`config.mk`:
```
export PLATFORM = sky130hd
export DESIGN_NAME = controller_sequencer
export DESIGN_NICKNAME = d
export VERILOG_FILES = /design/src/rtl/sap1_pkg.sv /design/src/rtl/ring_counter.sv /design/src/rtl/controller_sequencer.sv
export SDC_FILE = /design/constraint.sdc
export NUM_CORES = 1
export LEC_CHECK = 0
export CORE_AREA = 2 2 40 42
export DETAILED_ROUTE_END_ITERATION = 16
export DIE_AREA = 0 0 42 44
export PLACE_DENSITY = 0.72
export SYNTH_ARGS = -nofsm -noshare
export SYNTH_HDL_FRONTEND = slang
export SYNTH_SLANG_ARGS = --single-unit
export TNS_END_PERCENT = 30
```
`constraint.sdc`:
```
create_clock -name clk -period 2 [get_ports clk]
set_clock_uncertainty 0.2 [all_clocks]
set_input_delay 0.3 -clock clk [delete_from_list [all_inputs] [get_ports clk]]
set_output_delay 0.3 -clock clk [all_outputs]
set_load 0.03 [all_outputs]
```
`src/rtl/sap1_pkg.sv`:
```
// rtl/sap1_pkg.sv - SAP-1 controller-sequencer shared types and constants
//
// Purpose: opcode constants, the one-hot T-state type and the packed control word
// shared by the ring counter and the controller-sequencer top level.
// Ports: none (package).

package sap1_pkg;

    localparam logic [3:0] OP_LDA = 4'h0;
    localparam logic [3:0] OP_ADD = 4'h1;
    localparam logic [3:0] OP_SUB = 4'h2;
    localparam logic [3:0] OP_OUT = 4'hE;
    localparam logic [3:0] OP_HLT = 4'hF;

    // One-hot ring position, bit0 = T1.
    typedef enum logic [5:0] {
        T1 = 6'b000001,
        T2 = 6'b000010,
        T3 = 6'b000100,
        T4 = 6'b001000,
        T5 = 6'b010000,
        T6 = 6'b100000
    } t_state_t;

    typedef struct packed {
        logic cp;
        logic ep;
        logic lm_bar;
        logic ce_bar;
        logic li_bar;
        logic ei_bar;
        logic la_bar;
        logic ea;
        logic su;
        logic eu;
        logic lb_bar;
        logic lo_bar;
    } control_word_t;

    // Nothing driven onto the W-bus, nothing loaded.
    localparam control_word_t IDLE_CW = '{
        cp:     1'b0,
        ep:     1'b0,
        lm_bar: 1'b1,
        ce_bar: 1'b1,
        li_bar: 1'b1,
        ei_bar: 1'b1,
        la_bar: 1'b1,
        ea:     1'b0,
        su:     1'b0,
        eu:     1'b0,
        lb_bar: 1'b1,
        lo_bar: 1'b1
    };

endpackage

```
`src/rtl/ring_counter.sv`:
```
// rtl/ring_counter.sv - one-hot rotating T-state counter with hold
//
// Purpose: rotates a single set bit T1 -> T2 -> ... -> Tn -> T1 on each falling
// clock edge; hold_i freezes the current position.
// Ports:
//   clk_i       - clock, state changes on the falling edge
//   clr_bar_i   - synchronous active-low clear, forces T1, wins over hold
//   hold_i      - freeze the ring at its current position
//   t_state_o   - one-hot position, bit0 = T1

module ring_counter #(
    parameter int LENGTH = 6
) (
    input  logic              clk_i,
    input  logic              clr_bar_i,
    input  logic              hold_i,
    output logic [LENGTH-1:0] t_state_o
);

    localparam logic [LENGTH-1:0] FIRST = {{(LENGTH-1){1'b0}}, 1'b1};

    logic [LENGTH-1:0] state_q;
    logic [LENGTH-1:0] state_d;

    always_comb begin
        state_d = state_q;
        if (!hold_i) begin
            state_d = {state_q[LENGTH-2:0], state_q[LENGTH-1]};
        end
    end

    // Falling edge so the decoded control word is settled at the rising edge
    // where the datapath registers load.
    always_ff @(negedge clk_i) begin
        if (!clr_bar_i) begin
            state_q <= FIRST;
        end else begin
            state_q <= state_d;
        end
    end

    assign t_state_o = state_q;

endmodule

```
`src/rtl/controller_sequencer.sv`:
```
// rtl/controller_sequencer.sv - SAP-1 controller-sequencer (ring counter, decode, halt)
//
// Purpose: sequences T1..T6 and decodes the opcode into the SAP-1 control word;
// halts on HLT with the ring frozen at T4 until reset.
// Ports:
//   clk             - system clock, state updates on the falling edge
//   clr_bar         - synchronous active-low reset
//   instruction_bus - opcode from the instruction register
//   t_state         - one-hot ring counter, bit0 = T1
//   hlt             - high while halted
//   Cp .. Lo_bar    - control word (active-high and _bar active-low lines)

module controller_sequencer
    import sap1_pkg::*;
#(
    parameter int INSTRUCTION_WIDTH = 4,
    parameter int RING_LENGTH       = 6
) (
    input  logic                         clk,
    input  logic                         clr_bar,
    input  logic [INSTRUCTION_WIDTH-1:0] instruction_bus,
    output logic [RING_LENGTH-1:0]       t_state,
    output logic                         hlt,
    output logic                         Cp,
    output logic                         Ep,
    output logic                         Lm_bar,
    output logic                         CE_bar,
    output logic                         Li_bar,
    output logic                         Ei_bar,
    output logic                         La_bar,
    output logic                         Ea,
    output logic                         Su,
    output logic                         Eu,
    output logic                         Lb_bar,
    output logic                         Lo_bar
);

    logic          hlt_q;
    logic          hlt_d;
    control_word_t cw;

    // The halt flag itself is the hold: on the edge that enters halt the flag is
    // still low, so the ring makes its last step T3 -> T4 in the same update.
    ring_counter #(
        .LENGTH (RING_LENGTH)
    ) u_ring (
        .clk_i     (clk),
        .clr_bar_i (clr_bar),
        .hold_i    (hlt_q),
        .t_state_o (t_state)
    );

    always_comb begin
        hlt_d = hlt_q;
        if ((t_state == T3) && (instruction_bus == OP_HLT)) begin
            hlt_d = 1'b1;
        end
    end

    always_ff @(negedge clk) begin
        if (!clr_bar) begin
            hlt_q <= 1'b0;
        end else begin
            hlt_q <= hlt_d;
        end
    end

    // While halted the word is idle no matter what sits on the bus.
    always_comb begin
        cw = IDLE_CW;
        if (!hlt_q) begin
            case (t_state)
                T1: begin
                    cw.ep     = 1'b1;
                    cw.lm_bar = 1'b0;
                end
                T2: begin
                    cw.cp = 1'b1;
                end
                T3: begin
                    cw.ce_bar = 1'b0;
                    cw.li_bar = 1'b0;
                end
                T4: begin
                    case (instruction_bus)
                        OP_LDA, OP_ADD, OP_SUB: begin
                            cw.lm_bar = 1'b0;
                            cw.ei_bar = 1'b0;
                        end
                        OP_OUT: begin
                            cw.ea     = 1'b1;
                            cw.lo_bar = 1'b0;
                        end
                        default: cw = IDLE_CW;
                    endcase
                end
                T5: begin
                    case (instruction_bus)
                        OP_LDA: begin
                            cw.ce_bar = 1'b0;
                            cw.la_bar = 1'b0;
                        end
                        OP_ADD, OP_SUB: begin
                            cw.ce_bar = 1'b0;
                            cw.lb_bar = 1'b0;
                        end
                        default: cw = IDLE_CW;
                    endcase
                end
                T6: begin
                    case (instruction_bus)
                        OP_ADD, OP_SUB: begin
                            cw.la_bar = 1'b0;
                            cw.eu     = 1'b1;
                            cw.su     = (instruction_bus == OP_SUB);
                        end
                        default: cw = IDLE_CW;
                    endcase
                end
                default: cw = IDLE_CW;
            endcase
        end
    end

    assign hlt    = hlt_q;
    assign Cp     = cw.cp;
    assign Ep     = cw.ep;
    assign Lm_bar = cw.lm_bar;
    assign CE_bar = cw.ce_bar;
    assign Li_bar = cw.li_bar;
    assign Ei_bar = cw.ei_bar;
    assign La_bar = cw.la_bar;
    assign Ea     = cw.ea;
    assign Su     = cw.su;
    assign Eu     = cw.eu;
    assign Lb_bar = cw.lb_bar;
    assign Lo_bar = cw.lo_bar;

endmodule

```
==> out/metrics.yaml, run 1 <==
run_status:
  status: "finished with violations"
  violations: "negative setup slack"
drt:
  vias: 662
  wl_per_cell_um: 15.3
  first_pass_iters: 4
  drt_iter0_drc: 16
  route.met2.wl_um: 996
  antenna_left: 0
  drc_errors: 0
  routed_wl_um: 2010
  routed.top_layer: "met4"
  vias_per_cell: 5.05
  wl_met3_um: 108
  routedLengthMet1_um: 883
setup_path:
  path_class: "reg2out"
  critPathCaptureType: "output port"
  cp_max_fo: 4
  crit_path_start_kind: "register"
  critPathArrivalTime_ns: 2.81
  crit_required_ns: 1.50
  r2r_cells: 6
floorplan:
  die_w_um: 42
  core.rowCount: 14
  core_um2: 1420
  initial_utilization: 0.349
  io_pins: 25
  die_y_um: 44
  dieArea_um2: 1850
clocking:
  ctsHtreeMaxLevel: 1
  cts_buffers: 3
  ctsHoldBuffers: 0
  cts_root_buf: "clkbuf_4"
  clk_pin_slew_ns: 0.04
  cts_tree: "done"
  clk-insertion-delay-late_ns: 0.32
  cts_sinks: 7
  clk_path_buf_depth: 2
sta:
  tightest_slew_ns: 0.351
  finalSetupViolCount: 20
  relSlewSlack: 0.763
  finalHoldViolCount: 0
  maxSlewViolCount: 0
  rsz0062_at_grt: "yes"
  fin_setup_tns_ns: -17.46
  hold_ws_ns: 0.448
  setup_slack_ns: -1.31
finish:
  seqCellArea_um2: 166
  utilization: 0.841
  area_growth_syn_to_layout_pct: 141
  drive_above_1_share: 0.661
  fill_cells: 90
  multi_input_area_um2: 420
  final_nets: 122
  diodes: 0
power:
  leakage_nw: 0.531
  swShare: 0.362
  seqPwrFrac: 0.305
  p_sw_mw: 0.176
  p_per_area_nw_per_um2: 408
  p_comb_frac: 0.315
  p_clk_frac: 0.380
  p_total_mw: 0.487
  p_int_mw: 0.311
  peakVddDrop_v: 0.000387
synthesis:
  syn-cell-area_um2: 495
  syn_inst: 52
  synth_top_area_frac: 0.283
  async_flop_share: 0
  synth_nets: 58
  yosysMostFrequentCell: "dfxtp_1"
  synthTopCellsByCount: "7 x dfxtp_1, 6 x mux2i_1, 5 x nor2_1, 4 x nand2_1, 3 x nand3b_1"
  synth_cell_type_count: 27
  syn_area_per_cell_um2: 9.53
  synth.yosys.seq_area_share: 0.283
  synth_edf_count: 0
  synthFlopType: "dfxtp_1"
  synth_seq_cells: 7
  synth_area_leaders: "dfxtp_1 28%, mux2i_1 12%, nor4b_4 4.8%"
  yosysTopAreaCell: "dfxtp_1"
  ys_warn_count: 0
global_route:
  grt_pass1_wl_um: 2920
  grt_max_degree: 11
  grt_antenna_before_repair: 0
  grt_pass1_vias: 677
  overflow: 0
  grt_use_total: 0.215
placed_design:
  dpl.hpwl_um: 1310
  place.gp.congestion: 0.784
  portBuffers: 24
worst_hold_path:
  hp-class: "reg2reg"
  holdPathStages: 3
flow_run:
  maxCapViolations: 0
## routing by layer
| layer | up-vias | track usage |
|---|---|---|
| met2 | 25 | 0.322 |
| met1 | 309 | 0.282 |
| li1 | 326 | - |
| met4 | 0 | 0.116 |
| met5 | - | 0 |
| met3 | 2 | 0.0583 |
## final timing paths
| check | from | to | slack (ns) |
|---|---|---|---|
| worst max register to register | u_ring.t_state_o[1]$_SDFFE_NN0N_ | hlt$_SDFFE_NN0P_ | 0.06 |
| worst max-delay path | u_ring.t_state_o[5]$_SDFFE_NN0N_ | Ep | -1.31 |
| worst min-delay path | u_ring.t_state_o[5]$_SDFFE_NN0N_ | u_ring.t_state_o[0]$_SDFFE_NN1N_ | 0.45 |
| worst min register to register | u_ring.t_state_o[5]$_SDFFE_NN0N_ | u_ring.t_state_o[0]$_SDFFE_NN1N_ | 0.45 |
## worst max-delay path, cell delays in order, from the launching register on
cell     delay (ns)
dfxtp_4        0.35
or4_4          0.56
nor4b_4        0.30
buf_4          0.17
buf_6          0.12
## sequential cells by signal, indices dropped and copies added, names as in the netlist
register / count
hlt: 1
u_ring.t_state_o: 6
## kinds of logic after synthesis
| family | Yosys count | synth area share |
|---|---|---|
| XOR/XNOR | 1 | 0.0177 |
| AND/OR/NAND/NOR | 31 | 0.492 |
| flip-flops | 7 | 0.283 |
| AO/OA/AOI/OAI | 4 | 0.0606 |
| multiplexers | 6 | 0.121 |
| buffers and inverters | 3 | 0.0252 |
## per-stage QoR
step	cells	setup slack (ns)	area (um^2)
global route	131	-1.36	1190
detailed placement	117	-1.38	975
floorplan	52	-1.15	554
global placement	117	-1.35	975
finish	131	-1.31	1190
CTS	130	-1.31	1170
## layout make-up
type                       instances  share of cell area
clock inverter                     8              0.0252
clock buffer                       3              0.0189
sequential                         7               0.139
tap                               16              0.0168
timing repair buffer              54               0.444
multi-input combinational         42               0.352
inverter                           1             0.00314
## power groups by stage
stage | Sequential [mW] | Clock, mW | Combinational, mW
after floorplan | 0.163 | 0.0246 | 0.0522
after global placement | 0.152 | 0.0246 | 0.128
after detailed placement | 0.152 | 0.0246 | 0.131
after CTS | 0.149 | 0.193 | 0.148
after global routing | 0.149 | 0.208 | 0.161
final | 0.149 | 0.185 | 0.153
## what timing repair did
item / CTS / global route
setup buffers: 3 / 1
gates resized for setup: 79 / 7
pin swaps: 9 / 4
hold endpoints to repair: 0 / 0
cloned: 0 / 0
endpoints found under the setup margin: 25 / 25
## layout by cell type, fill, tap and decap left out, drive strengths merged
| master | instances |
|---|---|
| xnor2 | 1 |
| and3b | 1 |
| or4 | 2 |
| buf | 49 |
| nor4 | 3 |
| nand3b | 3 |
| mux2i | 6 |
| nor2 | 5 |
| nor3 | 3 |
| nand2b | 2 |
| dfxtp | 7 |
| a31oi | 1 |
| dlymetal6s2s | 1 |
| clkbuf | 3 |
| or4b | 2 |
| clkdlybuf4s50 | 4 |
| o22a | 1 |
| o41ai | 1 |
| or2 | 1 |
| nand2 | 5 |
| inv | 9 |
| o21ai | 1 |
| nand3 | 2 |
| nor4b | 2 |
Note: power is estimated with default switching activity, not from simulation.
==> run 2: changes to the inputs <==
--- a/config.mk
+++ b/config.mk
@@ -8,7 +8,7 @@
 export CORE_AREA = 2 2 40 42
 export DETAILED_ROUTE_END_ITERATION = 16
 export DIE_AREA = 0 0 42 44
-export PLACE_DENSITY = 0.72
+export PLACE_DENSITY = 0.81
 export SYNTH_ARGS = -nofsm -noshare
 export SYNTH_HDL_FRONTEND = slang
 export SYNTH_SLANG_ARGS = --single-unit
==> run 2 against run 1 <==
The run still ends with negative setup slack left. Combinational power rose by 3%. Hold slack got worse by 0.064 ns. Clock power rose by 8%. Final cell count did not move. Via count rose by 3.8%. Flip-flop and latch count did not move. Core utilization rose by 1.1 points. Critical path depth did not move. Sequential share of layout area fell by 0.19 points. Worst setup slack improved by 0.046 ns.
==> out/metrics.yaml, run 2 (synthesized netlist as in run 1, its figures left out) <==
run_status:
  status: "finished with violations"
  violations: "negative setup slack"
setup_path:
  critPathCaptureType: "output port"
  cp_max_fo: 3  # -1
  critPathTopFamily: "simple AND/OR/NAND/NOR gates"
  slowest_delay_ns: 0.57  # about the same
  worstPathCellList: "or4_4 -> buf_6 -> nor4b_4 -> buf_4"
  critPathArrivalTime_ns: 2.77  # -0.04 ns
  crit_required_ns: 1.50  # about the same
  path_class: "reg2out"
  path_buf_inv: 2  # unchanged
  critical-path-slowest-cell: "or4_4"
  crit_path_start_kind: "register"
clocking:
  ctsHoldBuffers: 0  # unchanged
  cts_buffers: 3  # unchanged
  clk_path_buf_depth: 2  # unchanged
  ctsHtreeMaxLevel: 1  # unchanged
  clk_pin_slew_ns: 0.04  # about the same
  cts_tree: "done"
  cts_root_buf: "clkbuf_4"
  clk-insertion-delay-late_ns: 0.34  # +0.02 ns
  cts_sinks: 7  # unchanged
drt:
  antenna_left: 0  # unchanged
  vias: 687  # +3.8%
  first_pass_iters: 4  # unchanged
  vias_per_cell: 5.24  # +3.8%
  drc_errors: 0  # unchanged
  wl_per_cell_um: 16.5  # +7.9%
  drt_iter0_drc: 14  # -2
  routed_wl_um: 2170  # +7.9%
global_route:
  gr-usage-met1: 0.327  # +0.0449
  grt_use_met3: 0.0542  # -0.00417
  grt_pass1_vias: 731  # +8.0%
  grt_pass1_wl_um: 3430  # +18%
  grt_antenna_before_repair: 0  # unchanged
  grt_max_degree: 12  # +1
  grt_use_total: 0.252  # +0.0374
  grt-busiest-layer: "met2"
  overflow: 0  # unchanged
  use_met2: 0.413  # +0.0906
finish:
  largest_reg_flops: 6  # unchanged
  layout_commonest_cell: "buf_6"
  drive_above_1_share: 0.687  # +0.0261
  final_cells: 131  # unchanged
  final_cell_mix: "24 x buf_6, 23 x buf_4, 8 x inv_1, 7 x dfxtp_4, 6 x mux2i_1"
  area_growth_syn_to_layout_pct: 144
  diodes: 0  # unchanged
  fill_cells: 78  # -13%
  utilization: 0.853  # +0.0115
  final_nets: 122  # unchanged
floorplan:
  initial_utilization: 0.349  # unchanged
  core_um2: 1420  # unchanged
  io_pins: 25  # unchanged
  dieArea_um2: 1850  # unchanged
  die_w_um: 42  # unchanged
  core.rowCount: 14  # unchanged
  die_y_um: 44  # unchanged
power:
  peakVddDrop_v: 0.000468  # +21%
  leakage_nw: 0.532  # +0.29%
  p_total_mw: 0.505  # +3.9%
  p_per_area_nw_per_um2: 418  # +2.5%
flow_run:
  maxCapViolations: 0  # unchanged
sta:
  relSlewSlack: 0.804  # +0.0414
  hold_ws_ns: 0.384  # -0.0643 ns
  tightest_slew_ns: 0.290  # -0.0607 ns
  setup_slack_ns: -1.27  # +0.0460 ns
  maxSlewViolCount: 0  # unchanged
  finalSetupViolCount: 20  # unchanged
  finalHoldViolCount: 0  # unchanged
  rsz0062_at_grt: "yes"
placed_design:
  post-place-cells: 112  # -4.3%
  place.gp.congestion: 0.808  # +3.1%
  dpl.hpwl_um: 1240  # -4.9%
  portBuffers: 24  # unchanged
worst_hold_path:
  hp-class: "reg2reg"
## run 2: metal layers
metal / part of all wire / wire length (um)
met5: 0 / 0
met4: 0.012 / 27
met3: 0.058 / 126
met2: 0.51 / 1100
met1: 0.42 / 906
## run 2: worst min-delay path: cells and delay by family, from the launching register on
family	cells	cell delay, ns
simple gates	1	0.07
mux	1	0.09
flops	1	0.39
## run 2: where the power goes
group,leakage (nW),total (mW),internal (mW),switching [mW]
registers,0.0621,0.148,0.139,0.00908
logic,0.414,0.158,0.0824,0.0752
clock network,0.0564,0.200,0.0906,0.109
## run 2: worst paths after layout
check | startpoint | end | slack (ns) | cells past startpoint
max reg2reg | u_ring.t_state_o[4]$_SDFFE_NN0N_ | hlt$_SDFFE_NN0P_ | 0.25 | 5
max | u_ring.t_state_o[4]$_SDFFE_NN0N_ | Cp | -1.27 | 4
min reg2reg | u_ring.t_state_o[0]$_SDFFE_NN1N_ | u_ring.t_state_o[0]$_SDFFE_NN1N_ | 0.38 | 2
min | u_ring.t_state_o[0]$_SDFFE_NN1N_ | u_ring.t_state_o[0]$_SDFFE_NN1N_ | 0.38 | 2
## run 2: final cells by class
type | instances | area, um^2 | share of cell area
inverter | 1 | 3.75 | 0.00310
multi-input combinational | 42 | 440 | 0.364
tap | 16 | 20.0 | 0.0165
clock buffer | 3 | 22.5 | 0.0186
clock inverter | 8 | 30.0 | 0.0248
sequential | 7 | 166 | 0.138
timing repair buffer | 54 | 527 | 0.435
## run 2: metrics by stage
| step | setup slack (ns) | setup TNS [ns] | area (um^2) |
|---|---|---|---|
| final | -1.27 | -17.58 | 1210 |
| after global routing | -1.31 | -18.59 | 1210 |
| after global placement | -1.36 | -16.46 | 937 |
| after detailed placement | -1.37 | -16.78 | 937 |
| after CTS | -1.27 | -16.87 | 1160 |
| after floorplan | -1.15 | -10.28 | 554 |
## run 2: repair_timing
action                                  in CTS  in global routing
pin swaps                                   12                  4
endpoints found under the hold margin        0                  0
gates resized for setup                     83                  6
setup buffers                                6                  3
endpoints found under the setup margin      25                 20
